<file path="config.mk">
export PLATFORM = sky130hd
export DESIGN_NAME = vga_sync_decoder
export DESIGN_NICKNAME = d
export VERILOG_FILES = /design/src/rtl/vga_sync_decoder.sv
export SDC_FILE = /design/constraint.sdc
export NUM_CORES = 1
export LEC_CHECK = 0
export CORE_MARGIN = 10
export CORE_UTILIZATION = 54
export DETAILED_ROUTE_END_ITERATION = 7
export GPL_ROUTABILITY_DRIVEN = 1
export PLACE_DENSITY = 0.85
export SKIP_LAST_GASP = 1
export SYNTH_ARGS = -nofsm -noshare
export SYNTH_HDL_FRONTEND = slang
export SYNTH_SLANG_ARGS = --single-unit
</file>
<file path="constraint.sdc">
create_clock -name Clk -period 4.9 [get_ports Clk]
set_input_delay 0.49 -clock Clk [delete_from_list [all_inputs] [get_ports Clk]]
set_output_delay 0.49 -clock Clk [all_outputs]
set_load 0.005 [all_outputs]
</file>
<file path="src/rtl/vga_sync_decoder.sv">
// Recovers pixel/line coordinates from a VGA hs/vs/blank stream sampled on
// pixel_clk rising edges, and tracks whether that stream has a consistent timing.
module vga_sync_decoder #(
  parameter int unsigned H_ACTIVE = 640,
  parameter int unsigned H_FRONT  = 16,
  parameter int unsigned H_TOTAL  = 800,
  parameter int unsigned V_ACTIVE = 480,
  parameter int unsigned V_FRONT  = 10,
  parameter int unsigned V_TOTAL  = 525
) (
  input  logic       Clk,
  input  logic       Reset,
  input  logic       pixel_clk,
  input  logic       hs,
  input  logic       vs,
  input  logic       blank,
  output logic [9:0] RxX,
  output logic [9:0] RxY,
  output logic       rx_valid,
  output logic       line_start,
  output logic       frame_start,
  output logic       locked,
  output logic       err_h,
  output logic       err_v,
  output logic       err_blank
);

  localparam logic [9:0] H_LOAD = 10'(H_ACTIVE + H_FRONT);
  localparam logic [9:0] V_LOAD = 10'(V_ACTIVE + V_FRONT);
  localparam logic [9:0] H_LAST = 10'(H_TOTAL - 1);
  localparam logic [9:0] V_LAST = 10'(V_TOTAL - 1);
  localparam logic [9:0] H_VIS  = 10'(H_ACTIVE);
  localparam logic [9:0] V_VIS  = 10'(V_ACTIVE);

  typedef enum logic [1:0] {SEARCH, ALIGN, LOCKED} state_t;

  state_t     state;
  logic       pclk_q, hs_q, vs_q;
  logic [9:0] h_cnt, v_cnt;
  logic       err_h_c, err_v_c, err_blank_c;

  logic       tick, hs_fall, vs_fall, h_wrap, h_mis, v_mis, mis, vis_next;
  logic [9:0] h_next, v_next;

  always_comb begin
    tick    = ~pclk_q & pixel_clk;
    hs_fall = tick & hs_q & ~hs;
    vs_fall = tick & vs_q & ~vs;
    h_wrap  = (h_cnt == H_LAST);
    h_mis   = hs_fall & (h_cnt != H_LOAD - 10'd1);
    // vs must fall exactly where the free-running count would enter line V_LOAD
    v_mis   = vs_fall & ~(h_wrap & (v_cnt == V_LOAD - 10'd1));
    mis     = h_mis | v_mis;
    h_next  = hs_fall ? H_LOAD : (h_wrap ? '0 : h_cnt + 10'd1);
    if (vs_fall)     v_next = V_LOAD;
    else if (h_wrap) v_next = (v_cnt == V_LAST) ? '0 : v_cnt + 10'd1;
    else             v_next = v_cnt;
    vis_next = (h_next < H_VIS) && (v_next < V_VIS);
  end

  always_ff @(posedge Clk or negedge Reset) begin
    if (!Reset) begin
      pclk_q      <= 1'b1;
      hs_q        <= 1'b1;
      vs_q        <= 1'b1;
      h_cnt       <= '0;
      v_cnt       <= '0;
      state       <= SEARCH;
      err_h_c     <= 1'b0;
      err_v_c     <= 1'b0;
      err_blank_c <= 1'b0;
    end else begin
      pclk_q <= pixel_clk;
      if (tick) begin
        hs_q  <= hs;
        vs_q  <= vs;
        h_cnt <= h_next;
        v_cnt <= v_next;
        if (state != SEARCH) begin
          if (h_mis) err_h_c <= 1'b1;
          if (v_mis) err_v_c <= 1'b1;
        end
        if (state == LOCKED && blank != vis_next) err_blank_c <= 1'b1;
        case (state)
          SEARCH:  if (vs_fall) state <= ALIGN;
          ALIGN:   if (mis) state <= SEARCH;
                   else if (vs_fall) state <= LOCKED;
          LOCKED:  if (mis) state <= SEARCH;
          default: state <= SEARCH;
        endcase
      end
    end
  end

  // Output stage trails the tick-domain state by one Clk.
  always_ff @(posedge Clk or negedge Reset) begin
    if (!Reset) begin
      RxX         <= '0;
      RxY         <= '0;
      rx_valid    <= 1'b0;
      line_start  <= 1'b0;
      frame_start <= 1'b0;
      locked      <= 1'b0;
      err_h       <= 1'b0;
      err_v       <= 1'b0;
      err_blank   <= 1'b0;
    end else begin
      RxX         <= h_cnt;
      RxY         <= v_cnt;
      locked      <= (state == LOCKED);
      rx_valid    <= (state == LOCKED) && (h_cnt < H_VIS) && (v_cnt < V_VIS);
      line_start  <= (state == LOCKED) && (h_cnt == '0) && (RxX != '0);
      frame_start <= (state == LOCKED) && (h_cnt == '0) && (v_cnt == '0) && (RxX != '0);
      err_h       <= err_h_c;
      err_v       <= err_v_c;
      err_blank   <= err_blank_c;
    end
  end

endmodule

</file>
==> results.txt, run 1 <==
Entering global routing, the biggest net connects 56 pins. In the final design database the tool counted 285 nets. In this run the static leakage power is 1.23 nW. For the synthesized instance count, the log shows 245.

The class of the tightest hold or removal check is input port to asynchronous set/reset pin. The run gives 0.672 as the share of the core filled with cells in the final layout. Worst hold slack across all endpoints: 0.296 ns. The first-iteration detailed-routing DRC count came out at 182. The starting utilization of the core area is 0.570.

The detailed-route via count is 2051, and the largest fanout on the critical path is 8. The run gives 0.957 as the global placer's final weighted congestion. The ratio of total power to cell area is 374 mW/mm^2, and the floorplan die width is 88.7 um. The die is 88.7 um tall. Data on the critical path is required at its endpoint by 5.15 ns. Subtracting the final worst setup slack from the clock period gives 2.81 ns. For this design, the CTS-stage hold fixing added 0 buffers.

Across the VDD grid, the largest voltage drop is 0.253 mV. Once detail routing completed, the nets flagged for antenna violations numbered 0. TritonCTS built the clock tree. The fraction of the cycle the final worst path needs came out at 0.574.

Gates resized during post-CTS repair numbered 0. The fraction of power spent switching nets was 0.281; the setup slack at placement was 1.96 ns. The hold violation count in the final report is 0.

Setup violations remaining at the end of the flow were counted as 0. The residual DRC count was 0; the mean area per synthesized cell was 10.4 um^2. In this run the deepest clock path goes through 2 buffers. The logs give 0 for the number of pins with negative max-slew slack in the final report and 0.272 for the share of power burned in the clock network.

The tools report the cell area after placement as 0.00289 mm^2. Row generation in the floorplan step produced 24 rows. The library cell used most frequently in the layout, excluding fill and tap cells, is sky130_fd_sc_hd__dfrtp_1. The fraction of final layout cells sized beyond drive strength 1 works out to 0.0873. For this block, the routed nets add up to 5.65 mm of wire. The floorplan step defined a die boundary enclosing 0.00787 mm^2.

The tools report the via count of the first global-routing pass as 1870. The logs give 0 for the initial antenna violation count and 0 ns for the final total negative setup slack. Largest incremental delay on the critical path: 0.78 ns.

The flow ran to the end, and the final reports show no timing, DRC or antenna violations. For the max capacitance violation total, the log shows 0. STA classifies the critical path startpoint as a flop.

Clock tree synthesis found a total of 55 sinks. Setup repair after global routing left no endpoint under its margin. Using the TritonRoute via totals, the vias-per-cell ratio works out to 6.27. The count of buffers added on input and output ports is 32.

The synthesized design contains 55 register bits. The slew at the pin closest to its max-slew limit is 0.925 ns. Clock-pin slew was measured on the worst setup and hold paths at 0.09 ns. Post-CTS timing repair inserted 0 buffers for setup. After global routing the overflow that remains totals 0.

In this run the power spent charging and discharging nets is 316 uW. The number of clock buffers added by TritonCTS is 5. The register share of total power came out at 0.536. The headroom to the max-slew limit came out at 0.382.

The number of nets in the synthesized netlist is 256. The run gives 807 uW as the total internal power. The later pin in the worst-skew pair is clocked with a latency of 0.30 ns. The kind of capture point of the worst setup path was a flop. The combinational cell fraction of total power was 0.193; the relative area change from synthesis to final layout was 17.8%. The primary flip-flop cell chosen by synthesis mapping was sky130_fd_sc_hd__dfrtp_1.

The highest-delay cell along the critical path is sky130_fd_sc_hd__nor3_1. In the post-route analysis, the smallest setup slack over all paths is 2.09 ns. For the number of library cell types mapped by synthesis, the log shows 52. The tools report the total track usage as 0.146.

The classification of the worst setup path is flop to flop. After routing the design area is 0.00301 mm^2. The HPWL after detailed placement is 3.97 mm.

For the wire length of the first global-routing pass, the log shows 9.14 mm. In this run the number of H-tree levels came out at 2. 33 I/O pins were placed. After detailed routing, the average wire length per cell comes to 17.3 um.

The signal on the critical path passes through ha_1 -> nand4_1 -> nor3_1 -> a21oi_1 -> a2111oi_0 -> o311a_1 -> or3_1. The critical path contains buffers and inverters numbering 0 combined. The region available for standard cell placement spans 0.00447 mm^2. Static timing analysis puts the maximum clock frequency at 356 MHz.

The library cells used most frequently in the layout, excluding fill and tap cells, are sky130_fd_sc_hd__dfrtp_1 (52), sky130_fd_sc_hd__clkdlybuf4s50_1 (31), sky130_fd_sc_hd__nand2_1 (24). The repair_antennas step left the layout with diodes totalling 0. Clock tree synthesis selected as its root buffer the cell sky130_fd_sc_hd__clkbuf_8. The first TritonRoute pass finished after 5 iterations. Data on the critical path arrives at its endpoint at 3.06 ns.

Kind of cell adding the most delay to the critical path: simple AND/OR/NAND/NOR gates. The tools report the setup skew after layout as 0.00223 ns. For this run, the number of Yosys warnings is 0. The run gives 0.00255 mm^2 as the area of the mapped netlist. The sequential share of the synthesized area was 0.541; the share of async-settable or async-resettable flops after synthesis was 1.00. In this run, synthesis inferred 0 flip-flops with an integrated enable.
==> stage by stage <==
stage          power (mW)  std cells
2_1_floorplan       0.705        245
4_1_cts              1.13        327
5_1_grt              1.18        327
3_3_place_gp        0.818        319
6_report             1.12        327
3_5_place_dp        0.826        319
==> layer usage <==
metal / vias up / global-route usage / share of wire / routed length, um
met5: - / 0 / 0 / 0
met2: 91 / 0.236 / 0.47 / 2670
met1: 988 / 0.191 / 0.43 / 2440
met4: 0 / 0.0705 / 0.026 / 147
met3: 13 / 0.0175 / 0.068 / 384
li1: 959 / - / - / -
==> Yosys cell counts, types with 3 or more instances <==
master | n | area [um^2]
sky130_fd_sc_hd__nand2_1 | 24 | 90.1
sky130_fd_sc_hd__a21o_1 | 5 | 37.5
sky130_fd_sc_hd__mux2i_1 | 3 | 30.0
sky130_fd_sc_hd__nand2b_1 | 3 | 18.8
sky130_fd_sc_hd__nand4_1 | 9 | 56.3
sky130_fd_sc_hd__nor2_1 | 12 | 45.0
sky130_fd_sc_hd__inv_1 | 8 | 30.0
sky130_fd_sc_hd__ha_1 | 5 | 62.6
sky130_fd_sc_hd__xor2_1 | 4 | 35.0
sky130_fd_sc_hd__and3_1 | 5 | 31.3
sky130_fd_sc_hd__nor4_1 | 6 | 37.5
sky130_fd_sc_hd__nand3_1 | 9 | 45.0
sky130_fd_sc_hd__dfrtp_1 | 52 | 1300
sky130_fd_sc_hd__buf_2 | 3 | 15.0
sky130_fd_sc_hd__clkbuf_1 | 6 | 22.5
sky130_fd_sc_hd__o31ai_1 | 3 | 22.5
sky130_fd_sc_hd__o211ai_1 | 3 | 22.5
sky130_fd_sc_hd__nand3b_1 | 4 | 30.0
sky130_fd_sc_hd__dfstp_2 | 3 | 78.8
sky130_fd_sc_hd__a31oi_1 | 5 | 31.3
sky130_fd_sc_hd__a21oi_1 | 9 | 45.0
sky130_fd_sc_hd__nor3_1 | 8 | 40.0
sky130_fd_sc_hd__o21ai_0 | 16 | 80.1
==> sequential cells by signal, summed over array words and instances (netlist names) <==
signal	cells
state	2
err_blank_c	1
hs_q	1
pclk_q	1
rx_valid	1
h_cnt	10
err_h_c	1
v_cnt	10
line_start	1
locked	1
RxX	10
err_blank	1
err_v_c	1
err_h	1
frame_start	1
vs_q	1
RxY	10
err_v	1
==> final cells by class <==
class	instances	area [um^2]
clock inverter	2	35.0
fill	357	1470
sequential	55	1380
inverter	8	30.0
timing repair buffer	34	330
multi-input combinational	170	1080
tap	52	65.1
clock buffer	6	82.6
==> power groups by stage <==
stage / Sequential [mW] / Combinational, mW / Clock [mW]
5_1_grt: 0.613 / 0.237 / 0.325
2_1_floorplan: 0.583 / 0.122 / 0
4_1_cts: 0.600 / 0.220 / 0.310
3_5_place_dp: 0.609 / 0.217 / 0
6_report: 0.602 / 0.216 / 0.305
3_3_place_gp: 0.605 / 0.213 / 0
==> worst paths after layout <==
kind | start | slack [ns] | cells after the start | endpoint
setup / recovery | h_cnt[0] | 2.09 | 7 | err_blank_c
hold / removal | Reset | 0.30 | 2 | RxX[8]
setup reg to reg | h_cnt[0] | 2.09 | 7 | err_blank_c
hold reg to reg | err_v_c | 0.39 | 0 | err_v
max in group asynchronous | Reset | 4.17 | 2 | err_v_c
min in group Clk | err_v_c | 0.39 | 0 | err_v
==> cells by family after synthesis <==
kind of cell | share of synthesized area
AO/OA/AOI/OAI | 0.141
multiplexers | 0.0162
AND/OR/NAND/NOR | 0.225
flip-flops | 0.541
buffers and inverters | 0.0348
XOR/XNOR | 0.0172
adder cells (fa/ha/maj) | 0.0245
==> worst register-to-register path, cell delays in order (launching register included) <==
cell and delay [ns]:
sky130_fd_sc_hd__dfrtp_1 0.43, sky130_fd_sc_hd__ha_1 0.24, sky130_fd_sc_hd__nand4_1 0.21, sky130_fd_sc_hd__nor3_1 0.78
sky130_fd_sc_hd__a21oi_1 0.23, sky130_fd_sc_hd__a2111oi_0 0.52, sky130_fd_sc_hd__o311a_1 0.25, sky130_fd_sc_hd__or3_1 0.10
Note: power is estimated with default switching activity, not from simulation.
==> run 2, diff against run 1 <==
Clock period 4.9 ns to 2.8 ns, I/O delays scaled along.
==> run 2 against run 1 <==
  * Largest cell class unchanged
  * Wire length up 2.4%
  * Critical path depth unchanged
  * Final area up 1.7%
  * Sequential share of layout area down 0.75 points
  * Maximum frequency up 6.6%
  * Non-clock buffer count grew 9
  * Worst setup slack lost 1.9 ns
  * Via count up 1.8%
  * Clock skew grew 0.0052 ns
  * Highest routed layer unchanged
  * Sequential cell count unchanged
  * First-iteration DRC count shrank 6.6%
==> results.txt, run 2 (synthesis gave the netlist of run 1 again) <==
In this run the remaining antenna-violating nets after routing total 0. The headroom to the max-slew limit came out at 0.557. The met1 usage in global routing was 0.207; the total of endpoints with negative setup slack in the final report was 0. The clock net sink count was 55; the via count of the first global-routing pass was 2031. In the routed design, unresolved DRC markers number 0. The tools report the post-cts repair resize count as 0. For this run, the top clock speed supported by timing is 379 MHz.

Counting along the longest clock path gives a buffer depth of 2. OpenSTA, run right after detailed placement, puts the worst setup slack at 0.193 ns. Total overflow reported by the global router: 0. After clock tree synthesis, the clock-pin slew on the worst setup and hold paths is 0.09 ns. For the pin with the worst max-slew slack, the measured transition is 0.664 ns. The flow ran to the end, and the final reports show no timing, DRC or antenna violations.

In this run the horizontal extent of the chip is 88.7 um. The final cell count without fillers is 336. The tools report the critical path startpoint category as a flop. The die covers 0.00787 mm^2. The fraction of final layout cells sized beyond drive strength 1 is 0.113. The tool flagged a number of max-cap violations equal to 0. The number of antenna diodes in the final layout is 0. The required arrival time at the worst endpoint was 2.99 ns; the relative area change from synthesis to final layout was 19.8%. The maximum resistive drop on vdd was 0.363 mV. Power comes to 1.91 mW. Fraction of met2 tracks used by global routing: 0.249.

Buffers placed on the I/O ports in this run total 32. At the end of the flow, the number of nets in the layout was 294. The worst path in the final design needs a cycle of 2.64 ns, including I/O delays and setup. Counting the buffers created by CTS gives 5. After detailed routing, the total wire length is 5.78 mm. In the final routed layout, each cell accounts on average for 17.2 um. For the met3 track utilization from global routing, the log shows 0.0303. The starting utilization of the core area was 0.570; the share of the core filled with cells in the final layout was 0.683.

After floorplanning, the core was sized to cover 0.00447 mm^2. Initial antenna violation count: 0. In the final timing run, aggregate negative setup slack is 0 ns. The logs give 24 for the number of core rows and 0 for the number of buffers added to fix hold violations after cts.

The later pin in the worst-skew pair is clocked with a latency of 0.31 ns. Number of levels in the clock H-tree: 2. Class of the tightest hold or removal check: input port to asynchronous set/reset pin. The die boundary height came out at 88.7 um. Busiest layer in global routing: met2. The fraction of the cycle the final worst path needs is 0.942.

For the wire length of the first global-routing pass, the log shows 9.78 mm. The worst setup slack after layout is 0.162 ns. The analysis attributes to cell leakage a power of 1.27 nW.

After the first detailed-routing iteration, the DRC count stood at 170. The number of pins with negative max-slew slack in the final report came out at 0. Kind of capture point of the worst setup path: a flop. Using the TritonRoute via totals, the vias-per-cell ratio works out to 6.21. The hold violation count in the final report was 0.

The tree is rooted in a sky130_fd_sc_hd__clkbuf_8. The number of cells after detailed placement is 328, and the estimated wirelength of the detail-placed design is 4.16 mm. The first detailed-routing pass ran for 4 iterations. For the global placer's final weighted congestion, the log shows 0.861. The ratio of total power to cell area is 625 mW/mm^2. TritonCTS built the clock tree. After clock tree synthesis, the setup repair step added 0 buffers.

For this design the top-level I/O count stands at 33. The critical path is of the flop to flop type. The library cell used most frequently in the layout, excluding fill and tap cells, is sky130_fd_sc_hd__dfrtp_1. The total track usage came out at 0.156. The run gives 2087 as the detailed-route via count.

Setup repair after global routing left no endpoint under its margin. The critical path arrival came out at 2.83 ns. Entering global routing, the biggest net connects 56 pins. In the layout the commonest cells are sky130_fd_sc_hd__dfrtp_1 (52), sky130_fd_sc_hd__clkdlybuf4s50_1 (31), sky130_fd_sc_hd__nand2_1 (24).

In this run the worst path has a maximum fanout of 7. Across the routed clock network, the largest skew measured is 0.00743 ns.
## run 2: cell types whose count changed in the layout (fill, tap and decap cells not counted), sizes merged
cell	delta
clkinv	-1
buf	+9
clkbuf	+2
bufinv	-1
## run 2: per-layer routing
layer  up-vias  wire [um]
li1        976          -
met1      1024       2490
met2        77       2780
met3        10        420
met4         0         93
met5         -          0
## run 2: power by group
group          internal [mW]  switching, mW
Combinational          0.216          0.188
Clock                  0.226          0.244
Sequential             0.918          0.119
## run 2: final timing paths
kind,from,to,slack [ns],cells after the start
setup / recovery,h_cnt[0],err_blank_c,0.16,7
hold / removal,Reset,locked,0.09,2
setup reg to reg,h_cnt[0],err_blank_c,0.16,7
hold reg to reg,err_v_c,err_v,0.38,0
max in group asynchronous,Reset,v_cnt[0],2.27,2
min in group Clk,err_v_c,err_v,0.38,0
## run 2: stage by stage
step | hold slack [ns] | cell area [um^2]
floorplan | -0.0156 | 2550
CTS | 0.115 | 3060
global placement | 0.367 | 2960
detailed placement | 0.365 | 2960
global route | 0.146 | 3060
finish | 0.0883 | 3060
## run 2: area by class of cell
type / instances / area [um^2]
flip-flops and latches: 55 / 1380
inverters: 8 / 30.0
well taps: 52 / 65.1
repair buffers: 43 / 398
clock buffers: 8 / 100
multi-input cells: 170 / 1080
fillers: 344 / 1420
## run 2: critical path, cell delays in order, from the launching register on
cell and delay (ns):
sky130_fd_sc_hd__dfrtp_1 0.42, sky130_fd_sc_hd__ha_1 0.22, sky130_fd_sc_hd__nand3_1 0.17, sky130_fd_sc_hd__or4_4 0.61, sky130_fd_sc_hd__mux2i_1 0.15, sky130_fd_sc_hd__o221a_1 0.26
sky130_fd_sc_hd__o311a_1 0.34, sky130_fd_sc_hd__or3_1 0.36
==> run 3, diff against run 2 <==
Settings changed: SKIP_LAST_GASP 1 to default.
==> results of run 3 <==
The final DEF is identical to that of run 2; final timing and power are the same.
